**config.mk**
```make
export PLATFORM = sky130hd
export DESIGN_NAME = pcie_cpl_tlp_arb_flat
export DESIGN_NICKNAME = d
export VERILOG_FILES = /design/src/rtl/pcie_pkg.sv /design/src/rtl/pcie_cpl_tlp_arb_if.sv /design/src/rtl/rr_pick.sv /design/src/rtl/pcie_cpl_tlp_arb.sv /design/src/flat_wrapper.sv
export SDC_FILE = /design/constraint.sdc
export NUM_CORES = 1
export LEC_CHECK = 0
export BUFFER_PORTS_ARGS = -buffer_cell sky130_fd_sc_hd__buf_2
export CAP_MARGIN = 25
export CORE_AREA = 2 2 234 236
export DETAILED_ROUTE_END_ITERATION = 12
export DIE_AREA = 0 0 236 238
export GPL_TIMING_DRIVEN = 0
export SLEW_MARGIN = 40
export SYNTH_ARGS = -nofsm -noshare
export SYNTH_HDL_FRONTEND = slang
export SYNTH_HIERARCHICAL = 1
export SYNTH_SLANG_ARGS = --single-unit
```
**constraint.sdc**
```tcl
create_clock -name clk -period 2 [get_ports clk]
set_input_delay 0.1 -clock clk [delete_from_list [all_inputs] [get_ports clk]]
set_output_delay 0.1 -clock clk [all_outputs]
set_load 0.05 [all_outputs]
```
**src/rtl/pcie_pkg.sv**
```systemverilog
// pcie_pkg: shared TLP channel widths and arbiter state type.
// No ports. Widths come from the `TLP_* defines; the channel is single-segment.
`ifndef TLP_DATA_WIDTH
`define TLP_DATA_WIDTH 64
`endif
`ifndef TLP_HDR_WIDTH
`define TLP_HDR_WIDTH 128
`endif

package pcie_pkg;

    localparam int TLP_DATA_WIDTH = `TLP_DATA_WIDTH;
    localparam int TLP_STRB_WIDTH = TLP_DATA_WIDTH / 32;
    localparam int TLP_HDR_WIDTH  = `TLP_HDR_WIDTH;

    typedef enum logic [0:0] {
        IDLE = 1'b0,
        PASS = 1'b1
    } cpl_arb_state_e;

endpackage

```
**src/rtl/pcie_cpl_tlp_arb_if.sv**
```systemverilog
// pcie_cpl_tlp_arb_if: N-lane TLP stream bundle (data/strb/hdr/valid/sop/eop/ready).
// Lane i occupies slice i of each vector; master drives beats, slave drives ready.
interface pcie_cpl_tlp_arb_if
    import pcie_pkg::*;
#(
    parameter int N  = 1,
    parameter int DW = TLP_DATA_WIDTH,
    parameter int SW = TLP_STRB_WIDTH,
    parameter int HW = TLP_HDR_WIDTH
);

    logic [N*DW-1:0] data;
    logic [N*SW-1:0] strb;
    logic [N*HW-1:0] hdr;
    logic [N-1:0]    valid;
    logic [N-1:0]    sop;
    logic [N-1:0]    eop;
    logic [N-1:0]    ready;

    modport master (
        output data, strb, hdr, valid, sop, eop,
        input  ready
    );

    modport slave (
        input  data, strb, hdr, valid, sop, eop,
        output ready
    );

endinterface

```
**src/rtl/rr_pick.sv**
```systemverilog
// rr_pick: combinational round-robin select, first request at or above ptr.
// Ports: req (per-port request), ptr (start index), gnt_idx, gnt_any.
module rr_pick #(
    parameter int PORTS = 2
) (
    input  logic [PORTS-1:0]         req,
    input  logic [$clog2(PORTS)-1:0] ptr,
    output logic [$clog2(PORTS)-1:0] gnt_idx,
    output logic                     gnt_any
);

    localparam int GW = $clog2(PORTS);

    logic          hit;
    logic [GW-1:0] idx;

    // Two upward passes: first the ports at or above ptr,
    // then wrap around to the lowest requester overall.
    always_comb begin
        hit = 1'b0;
        idx = '0;
        for (int k = 0; k < PORTS; k++) begin
            if (!hit && req[k] && (GW'(k) >= ptr)) begin
                hit = 1'b1;
                idx = GW'(k);
            end
        end
        for (int k = 0; k < PORTS; k++) begin
            if (!hit && req[k]) begin
                hit = 1'b1;
                idx = GW'(k);
            end
        end
        gnt_any = hit;
        gnt_idx = idx;
    end

endmodule

```
**src/rtl/pcie_cpl_tlp_arb.sv**
```systemverilog
// pcie_cpl_tlp_arb: packet-granular round-robin arbiter onto the TX completion channel.
// Ports: clk, rst (async, active-low), s_tlp (PORTS sources, slave),
// tx_cpl_tlp (registered output, master), grant_id, busy, sop_err.
module pcie_cpl_tlp_arb
    import pcie_pkg::*;
#(
    parameter int PORTS      = 2,
    parameter int DATA_WIDTH = TLP_DATA_WIDTH,
    parameter int STRB_WIDTH = DATA_WIDTH / 32,
    parameter int HDR_WIDTH  = TLP_HDR_WIDTH
) (
    input  logic                     clk,
    input  logic                     rst,
    pcie_cpl_tlp_arb_if.slave        s_tlp,
    pcie_cpl_tlp_arb_if.master       tx_cpl_tlp,
    output logic [$clog2(PORTS)-1:0] grant_id,
    output logic                     busy,
    output logic                     sop_err
);

    localparam int GW = $clog2(PORTS);

    cpl_arb_state_e state_q, state_d;

    logic [GW-1:0]         ptr_q, ptr_d;
    logic [GW-1:0]         gnt_q, gnt_d;
    logic [DATA_WIDTH-1:0] data_q, data_d;
    logic [STRB_WIDTH-1:0] strb_q, strb_d;
    logic [HDR_WIDTH-1:0]  hdr_q, hdr_d;
    logic                  vld_q, vld_d;
    logic                  sop_q, sop_d;
    logic                  eop_q, eop_d;

    logic [PORTS-1:0]      req;
    logic [PORTS-1:0]      bad;
    logic [PORTS-1:0]      rdy;
    logic [GW-1:0]         pick_idx;
    logic                  pick_any;
    logic                  can_load;
    logic                  acc;

    logic                  sel_vld;
    logic                  sel_sop;
    logic                  sel_eop;
    logic [DATA_WIDTH-1:0] sel_data;
    logic [STRB_WIDTH-1:0] sel_strb;
    logic [HDR_WIDTH-1:0]  sel_hdr;

    assign req = s_tlp.valid & s_tlp.sop;
    assign bad = s_tlp.valid & ~s_tlp.sop;

    rr_pick #(
        .PORTS (PORTS)
    ) u_pick (
        .req     (req),
        .ptr     (ptr_q),
        .gnt_idx (pick_idx),
        .gnt_any (pick_any)
    );

    // Beat mux driven by the latched grant only.
    always_comb begin
        sel_vld  = 1'b0;
        sel_sop  = 1'b0;
        sel_eop  = 1'b0;
        sel_data = '0;
        sel_strb = '0;
        sel_hdr  = '0;
        for (int i = 0; i < PORTS; i++) begin
            if (gnt_q == GW'(i)) begin
                sel_vld  = s_tlp.valid[i];
                sel_sop  = s_tlp.sop[i];
                sel_eop  = s_tlp.eop[i];
                sel_data = s_tlp.data[i*DATA_WIDTH +: DATA_WIDTH];
                sel_strb = s_tlp.strb[i*STRB_WIDTH +: STRB_WIDTH];
                sel_hdr  = s_tlp.hdr[i*HDR_WIDTH +: HDR_WIDTH];
            end
        end
    end

    // Ready depends only on state, grant and downstream ready,
    // never on the source valid.
    assign can_load = !vld_q || tx_cpl_tlp.ready[0];

    always_comb begin
        rdy = '0;
        for (int i = 0; i < PORTS; i++) begin
            rdy[i] = (state_q == PASS) && (gnt_q == GW'(i)) && can_load;
        end
    end

    assign acc = (state_q == PASS) && can_load && sel_vld;

    always_comb begin
        state_d = state_q;
        ptr_d   = ptr_q;
        gnt_d   = gnt_q;
        data_d  = data_q;
        strb_d  = strb_q;
        hdr_d   = hdr_q;
        sop_d   = sop_q;
        eop_d   = eop_q;
        vld_d   = vld_q && !tx_cpl_tlp.ready[0];
        unique case (state_q)
            IDLE: begin
                if (pick_any) begin
                    gnt_d   = pick_idx;
                    state_d = PASS;
                end
            end
            PASS: begin
                if (acc) begin
                    vld_d  = 1'b1;
                    data_d = sel_data;
                    strb_d = sel_strb;
                    sop_d  = sel_sop;
                    eop_d  = sel_eop;
                    if (sel_sop) begin
                        hdr_d = sel_hdr;
                    end
                    if (sel_eop) begin
                        state_d = IDLE;
                        ptr_d   = (gnt_q == GW'(PORTS - 1)) ?
                                  '0 : gnt_q + GW'(1);
                    end
                end
            end
            default: state_d = IDLE;
        endcase
    end

    always_ff @(posedge clk or negedge rst) begin
        if (!rst) begin
            state_q <= IDLE;
            ptr_q   <= '0;
            gnt_q   <= '0;
            data_q  <= '0;
            strb_q  <= '0;
            hdr_q   <= '0;
            vld_q   <= 1'b0;
            sop_q   <= 1'b0;
            eop_q   <= 1'b0;
        end else begin
            state_q <= state_d;
            ptr_q   <= ptr_d;
            gnt_q   <= gnt_d;
            data_q  <= data_d;
            strb_q  <= strb_d;
            hdr_q   <= hdr_d;
            vld_q   <= vld_d;
            sop_q   <= sop_d;
            eop_q   <= eop_d;
        end
    end

    assign s_tlp.ready      = rdy;
    assign tx_cpl_tlp.data  = data_q;
    assign tx_cpl_tlp.strb  = strb_q;
    assign tx_cpl_tlp.hdr   = hdr_q;
    assign tx_cpl_tlp.valid = vld_q;
    assign tx_cpl_tlp.sop   = sop_q;
    assign tx_cpl_tlp.eop   = eop_q;

    assign grant_id = gnt_q;
    assign busy     = (state_q == PASS);
    assign sop_err  = (state_q == IDLE) && (|bad);

endmodule

```
**src/flat_wrapper.sv**
```systemverilog
// flat-port wrapper written by rule: the top's interface ports become plain ports
module pcie_cpl_tlp_arb_flat import pcie_pkg::*;
#(
    parameter int PORTS      = 2,
    parameter int DATA_WIDTH = TLP_DATA_WIDTH,
    parameter int STRB_WIDTH = DATA_WIDTH / 32,
    parameter int HDR_WIDTH  = TLP_HDR_WIDTH
)
  (clk, rst, grant_id, busy, sop_err, s_tlp_data, s_tlp_strb, s_tlp_hdr, s_tlp_valid, s_tlp_sop, s_tlp_eop, s_tlp_ready, tx_cpl_tlp_data, tx_cpl_tlp_strb, tx_cpl_tlp_hdr, tx_cpl_tlp_valid, tx_cpl_tlp_sop, tx_cpl_tlp_eop, tx_cpl_tlp_ready);
  pcie_cpl_tlp_arb_if #(.N((2)), .DW((64)), .SW((2)), .HW((128))) s_tlp_i ();
  pcie_cpl_tlp_arb_if #(.N(1), .DW((64)), .SW((2)), .HW((128))) tx_cpl_tlp_i ();
  input  logic clk;
  input  logic rst;
  output logic [$clog2(PORTS)-1:0] grant_id;
  output logic busy;
  output logic sop_err;
  input wire logic [$bits(s_tlp_i.data)-1:0] s_tlp_data;
  input wire logic [$bits(s_tlp_i.strb)-1:0] s_tlp_strb;
  input wire logic [$bits(s_tlp_i.hdr)-1:0] s_tlp_hdr;
  input wire logic [$bits(s_tlp_i.valid)-1:0] s_tlp_valid;
  input wire logic [$bits(s_tlp_i.sop)-1:0] s_tlp_sop;
  input wire logic [$bits(s_tlp_i.eop)-1:0] s_tlp_eop;
  output wire logic [$bits(s_tlp_i.ready)-1:0] s_tlp_ready;
  output wire logic [$bits(tx_cpl_tlp_i.data)-1:0] tx_cpl_tlp_data;
  output wire logic [$bits(tx_cpl_tlp_i.strb)-1:0] tx_cpl_tlp_strb;
  output wire logic [$bits(tx_cpl_tlp_i.hdr)-1:0] tx_cpl_tlp_hdr;
  output wire logic [$bits(tx_cpl_tlp_i.valid)-1:0] tx_cpl_tlp_valid;
  output wire logic [$bits(tx_cpl_tlp_i.sop)-1:0] tx_cpl_tlp_sop;
  output wire logic [$bits(tx_cpl_tlp_i.eop)-1:0] tx_cpl_tlp_eop;
  input wire logic [$bits(tx_cpl_tlp_i.ready)-1:0] tx_cpl_tlp_ready;
  assign s_tlp_i.data = s_tlp_data;
  assign s_tlp_i.strb = s_tlp_strb;
  assign s_tlp_i.hdr = s_tlp_hdr;
  assign s_tlp_i.valid = s_tlp_valid;
  assign s_tlp_i.sop = s_tlp_sop;
  assign s_tlp_i.eop = s_tlp_eop;
  assign s_tlp_ready = s_tlp_i.ready;
  assign tx_cpl_tlp_data = tx_cpl_tlp_i.data;
  assign tx_cpl_tlp_strb = tx_cpl_tlp_i.strb;
  assign tx_cpl_tlp_hdr = tx_cpl_tlp_i.hdr;
  assign tx_cpl_tlp_valid = tx_cpl_tlp_i.valid;
  assign tx_cpl_tlp_sop = tx_cpl_tlp_i.sop;
  assign tx_cpl_tlp_eop = tx_cpl_tlp_i.eop;
  assign tx_cpl_tlp_i.ready = tx_cpl_tlp_ready;
  pcie_cpl_tlp_arb #(.PORTS(PORTS), .DATA_WIDTH(DATA_WIDTH), .STRB_WIDTH(STRB_WIDTH), .HDR_WIDTH(HDR_WIDTH)) u_core (.clk(clk), .rst(rst), .s_tlp(s_tlp_i), .tx_cpl_tlp(tx_cpl_tlp_i), .grant_id(grant_id), .busy(busy), .sop_err(sop_err));
endmodule
```
Yosys cells after proc, flatten, opt, wreduce, memory -nomap -nowiden:

Cells that the tools add are included.

* bits in registers: 200
* bits in latches: 0
* bits in writable memories: 0
* memory bits (read-only): 0
* input port bits: 397
* output and inout bits: 202
* logic and storage cells: 61
* memories kept: 0

* $add $sub $neg: 1
* multipliers: 0
* divide/modulo/power cells: 0
* $lt $le $gt $ge: 2
* equal/unequal tests: 0
* shift-type cells: 0
* mux-type cells: 20
* bitwise operators: 5
* reduce and logical (&&, ||, !) cells: 24

Operators with widths (number)
* $mux W128: 1
* $mux W64: 1
* $mux W1: 16
* $logic_and A1 B1 Y1: 13
* $reduce_and A3 Y1: 2
* $logic_not A1 Y1: 5
* $and A2 B2 Y2: 2
* $reduce_and A2 Y1: 2
* $ge A1 B1 Y1 const A: 2
* $mux W2: 1
* $not A1 Y1: 2
* $not A2 Y2: 1
* $pmux W1 S2: 1
* $reduce_or A2 Y1: 1
* $add A1 B1 Y1 const B: 1
* $logic_or A1 B1 Y1: 1

Longest topological paths before layout:

* depth in word-level cells: 15
* mapped depth: 5
* depth with buffers taken out: 4

Cells and area by module:

Netlist, hierarchy kept.

By module, submodules not included
* pcie_cpl_tlp_arb: instances 1, cells each 658, area each 9843.2 µm²
* rr_pick: instances 1, cells each 3, area each 17.5 µm²

Worst setup path after synthesis:

Ideal clock, no wire load.

* path kind: register to output
* from: register u_core.gnt_q, in the netlist u_core/grant_id
* to: output s_tlp_ready[0]
* arrival time: 2.317 ns
* path slack: -0.417 ns
* stages on the path, launching flop included: 5
* buffers on the path: 3
* cells stage by stage: dfrtp_1 buf_2 buf_2 buf_2 nor3_1

* cells in the longest elaborated chain, start to end: 3

Ends and longest elaborated chain
* from (decl): line pcie_cpl_tlp_arb.sv:26 `logic [GW-1:0] gnt_q, gnt_d;`
* from (signal assigned): line pcie_cpl_tlp_arb.sv:146 `gnt_q <= gnt_d;`
* $not A1 Y1
* $logic_and A1 B1 Y1 (2 in series): line pcie_cpl_tlp_arb.sv:88 `rdy[i] = (state_q == PASS) && (gnt_q == GW'(i)) && can_load;`
* to (decl): line flat_wrapper.sv:23 `output wire logic [$bits(s_tlp_i.ready)-1:0] s_tlp_ready;`

Every way passes these cells.

Worst setup path in the final report:

* from: register u_core.gnt_q, in the netlist u_core/grant_id
* to: register u_core.hdr_q[15], in the netlist u_core/tx_cpl_tlp.hdr[15]

* cells in the longest elaborated chain, start to end: 3
* elaborated cells on any way between the ends: 5
* classes of those cells: mux: 3; reduce/logical: 2

Ends and longest elaborated chain
* $mux W1: line pcie_cpl_tlp_arb.sv:70 `if (gnt_q == GW'(i)) begin`
* $logic_and A1 B1 Y1: line pcie_cpl_tlp_arb.sv:92 `assign acc = (state_q == PASS) && can_load && sel_vld;`
* $reduce_and A3 Y1 (no source line)
* to (signal assigned): line pcie_cpl_tlp_arb.sv:149 `hdr_q <= hdr_d;`
* to (decl): line pcie_cpl_tlp_arb.sv:29 `logic [HDR_WIDTH-1:0] hdr_q, hdr_d;`

Several ways; a longest one is shown, not always the timed one.
A chain may end at the register's enable or synchronous reset.

==> impl_metrics.csv <==
group,metric,value,unit
logic_synthesis,async_flop_share,1.00,
min_path,min_to,"u_core/tx_cpl_tlp.data[10]",
logic_synthesis,yosysTopAreaCell,"dfrtp_1",
power,ir_worst_vdd,854,uV
die,start_util,0.184,
setup_path,cp_data_required_time,2.35,ns
global_route,overflow,0,
timing,final_max_slew_viol_count,0,
placement,placedCellCount,1957,
layout,drive_gt1_frac,0.642,
logic_synthesis,yosysUniqueCellTypes,27,
clock_tree,clock_sinks,200,
power,power.leakage,8.39,nW
logic_synthesis,synthCells,661,
global_route,grt_pass1_wl,62.0,mm
timing,fin_tns_setup,0,ns
logic_synthesis,synth_top_area_frac,0.508,
clock_tree,cts_root_buf,"clkbuf_16",
placement,place_ws,-0.563,ns
run,drv_cap,0,
routing,vias,9980,
routing,first_iter_violations,270,
setup_path,start_kind,"flop",
logic_synthesis,seq_area_frac_synth,0.508,
setup_path,cp_cell_sequence,"buf_12 > buf_1 > mux2_2 > mux2_2",
die,io-pin-count,599,
logic_synthesis,syn-num-nets,1058,
setup_path,crit_top_cell,"mux2_2",
routing,routed_wl,41.9,mm
logic_synthesis,synth_area_leaders,"dfrtp_1 (51%), mux2_2 (44%), buf_6 (1.3%), buf_2 (1.1%), mux2i_1 (0.30%)",
timing,clock_skew,0.0112,ns
placement,place_congestion,0.870,
setup_path,r2r_setup_slack,0.03,ns
global_route,grt_max_degree,73,
timing,worstMarginPinSlew,0.635,ns
die,num_rows,85,
routing,postRouteAntennaNets,0,
logic_synthesis,synthesis.area,9860,sq um
logic_synthesis,ys_warn_count,6,
placement,placedInstanceArea,13800,sq um
clock_tree,numCtsBuffers,17,
routing,wl_per_cell,17.7,um
die,core-area,53500,sq um
routing,first_pass_iters,4,
timing,maxSlewHeadroom,0.577,
timing,hold_viol,0,
placement,port_buffers,598,
clock_tree,insertion_delay,0.47,ns
min_path,worstHoldStart,"s_tlp_data[74]",
setup_path,reg2reg_to,"u_core/tx_cpl_tlp.hdr[15]",
status,status,"finished clean",
timing,fin_ws,0.0272,ns
clock_tree,htree_levels,4,
setup_path,crit_fanout,10,
setup_path,crit_path_max_incr_delay,0.51,ns
setup_path,crit_path_end_kind,"flop",
die,die-area,56200,sq um
clock_tree,path_clk_slew,0.07,ns
min_path,whs_path_depth,3,
setup_path,critical_path_class,"flop to flop",
layout,post-route-util,0.342,
power,power.density,1610,nW/um^2
layout,area_delta_synth_final,85.8,%
placement,hpwl,26.5,mm
die,die_y,238,um
routing,vias_per_cell,4.21,
layout,final_nets,2055,
routing,drc,0,
clock_tree,cts_tree,"done",
timing,finalSetupViolations,0,
timing,max_freq,507,MHz
layout,design_area,18300,sq um
logic_synthesis,yosys_most_used_dff,"dfrtp_1",
timing,post-route-period-util,0.986,
logic_synthesis,ys_ff_latch,200,
die,die_w,236,um
min_path,hold_class,"input pin to flop",
logic_synthesis,syn_area_per_cell,14.9,sq um
setup_path,r2r_cells,4,
global_route,grt_pass1_vias,11357,
global_route,grt_usage,0.145,
setup_path,worst_path_max_delay_cell,"buf_1",
logic_synthesis,synth_edf_count,0,
timing,rsz0062_at_grt,"true",
clock_tree,cts_buffer_depth,2,
setup_path,crit_arrival,2.32,ns
layout,stdcell_count,2368,
setup_path,reg2reg_from,"u_core/grant_id",
global_route,antenna_found_initial,0,
timing,post-route-min-period,1.97,ns
[kinds of logic after synthesis]
kind of cell,share of synthesized area
flip-flops,0.508
AND/OR/NAND/NOR,0.00812
AO/OA/AOI/OAI,0.00799
buffers and inverters,0.0291
multiplexers,0.447
[worst max-delay path by stage]
stage,slack (ns),to,depth (start not counted),startpoint
floorplan,0.04,u_core/tx_cpl_tlp.hdr[100],5,u_core/tx_cpl_tlp.valid
global placement,-3.02,u_core/grant_id,1,rst
detailed placement,-0.56,u_core/tx_cpl_tlp.data[38],5,u_core/grant_id
CTS,0.008,u_core/tx_cpl_tlp.hdr[30],6,u_core/grant_id
global route,-0.002,u_core/tx_cpl_tlp.hdr[30],6,u_core/grant_id
finish,0.03,u_core/tx_cpl_tlp.hdr[15],4,u_core/grant_id
[placed cells by master, fill, tap and decap left out, types with 2 or more instances in the layout]
cell / n
inv_6: 2
buf_12: 4
buf_8: 9
o31ai_1: 2
buf_4: 15
buf_2: 601
dfrtp_2: 2
clkbuf_1: 7
buf_6: 7
dlygate4sd3_1: 371
mux2i_1: 2
a21oi_1: 2
buf_16: 2
dfrtp_1: 198
clkinvlp_4: 4
nand2b_1: 3
clkbuf_2: 2
nand2_1: 2
inv_8: 2
clkinv_2: 3
mux2_2: 389
and2_1: 2
clkbuf_16: 18
clkbuf_4: 3
[power breakdown]
group | internal, W | switching, W | total, W
combinational | 0.00669 | 0.0122 | 0.0189
clock | 0.00177 | 0.00166 | 0.00343
sequential | 0.00617 | 0.00102 | 0.00719
total | 0.0146 | 0.0149 | 0.0295
[sequential cells by signal, indices dropped and copies added (netlist names)]
| register | cells |
|---|---|
| u_core/ptr_q | 1 |
| u_core/tx_cpl_tlp.data | 64 |
| u_core/grant_id | 1 |
| u_core/tx_cpl_tlp.eop | 1 |
| u_core/busy | 1 |
| u_core/tx_cpl_tlp.hdr | 128 |
| u_core/tx_cpl_tlp.sop | 1 |
| u_core/tx_cpl_tlp.strb | 2 |
| u_core/tx_cpl_tlp.valid | 1 |
[synth_stat cells, drive strengths merged, types with 2 or more instances]
master / n
dfrtp: 200
inv: 2
nand2b: 3
nand2: 2
clkbuf: 7
a21oi: 2
a21boi: 2
o31ai: 2
buf: 36
mux2: 389
mux2i: 3
and2: 2
[worst max-delay path: cells and delay by family (launching register included)]
kind	cells	cell delay (ns)
buffers and inverters	2	0.69
flip-flops	1	0.45
multiplexers	2	0.67
[through the flow]
step	total power [W]	hold slack, ns
finish	0.0295	0.0380
global route	0.0308	0.000257
CTS	0.0294	0.000123
detailed placement	0.0250	0.0827
global placement	0.0247	0.430
floorplan	0.0204	-0.196
[layout make-up]
| type | count | area (sq um) |
|---|---|---|
| Clock inverter | 12 | 116 |
| Multi-Input combinational cell | 416 | 4600 |
| Timing Repair Buffer | 979 | 6860 |
| Antenna cell | 1 | 2.50 |
| Inverter | 2 | 11.3 |
| Sequential cell | 200 | 5010 |
| Tap cell | 696 | 871 |
| Buffer | 42 | 402 |
| Clock buffer | 20 | 447 |
| Fill cell | 5107 | 35200 |
[routing by layer]
layer / up-vias / GRT usage / wire [um]
met5: - / 0 / 0
met1: 4822 / 0.137 / 14500
met3: 185 / 0.0469 / 3140
met4: 0 / 0.111 / 2700
met2: 575 / 0.260 / 21600
li1: 4398 / - / -
[what timing repair did]
item / CTS / global route
cloned: 0 / 1
setup endpoints to repair: 199 / 122
setup buffers: 2 / 5
pin swaps: 1 / 1
resized for setup: 30 / 21
hold buffers: 371 / 0
endpoints found under the hold margin: 279 / 0
Note: power is estimated with default switching activity, not from simulation.
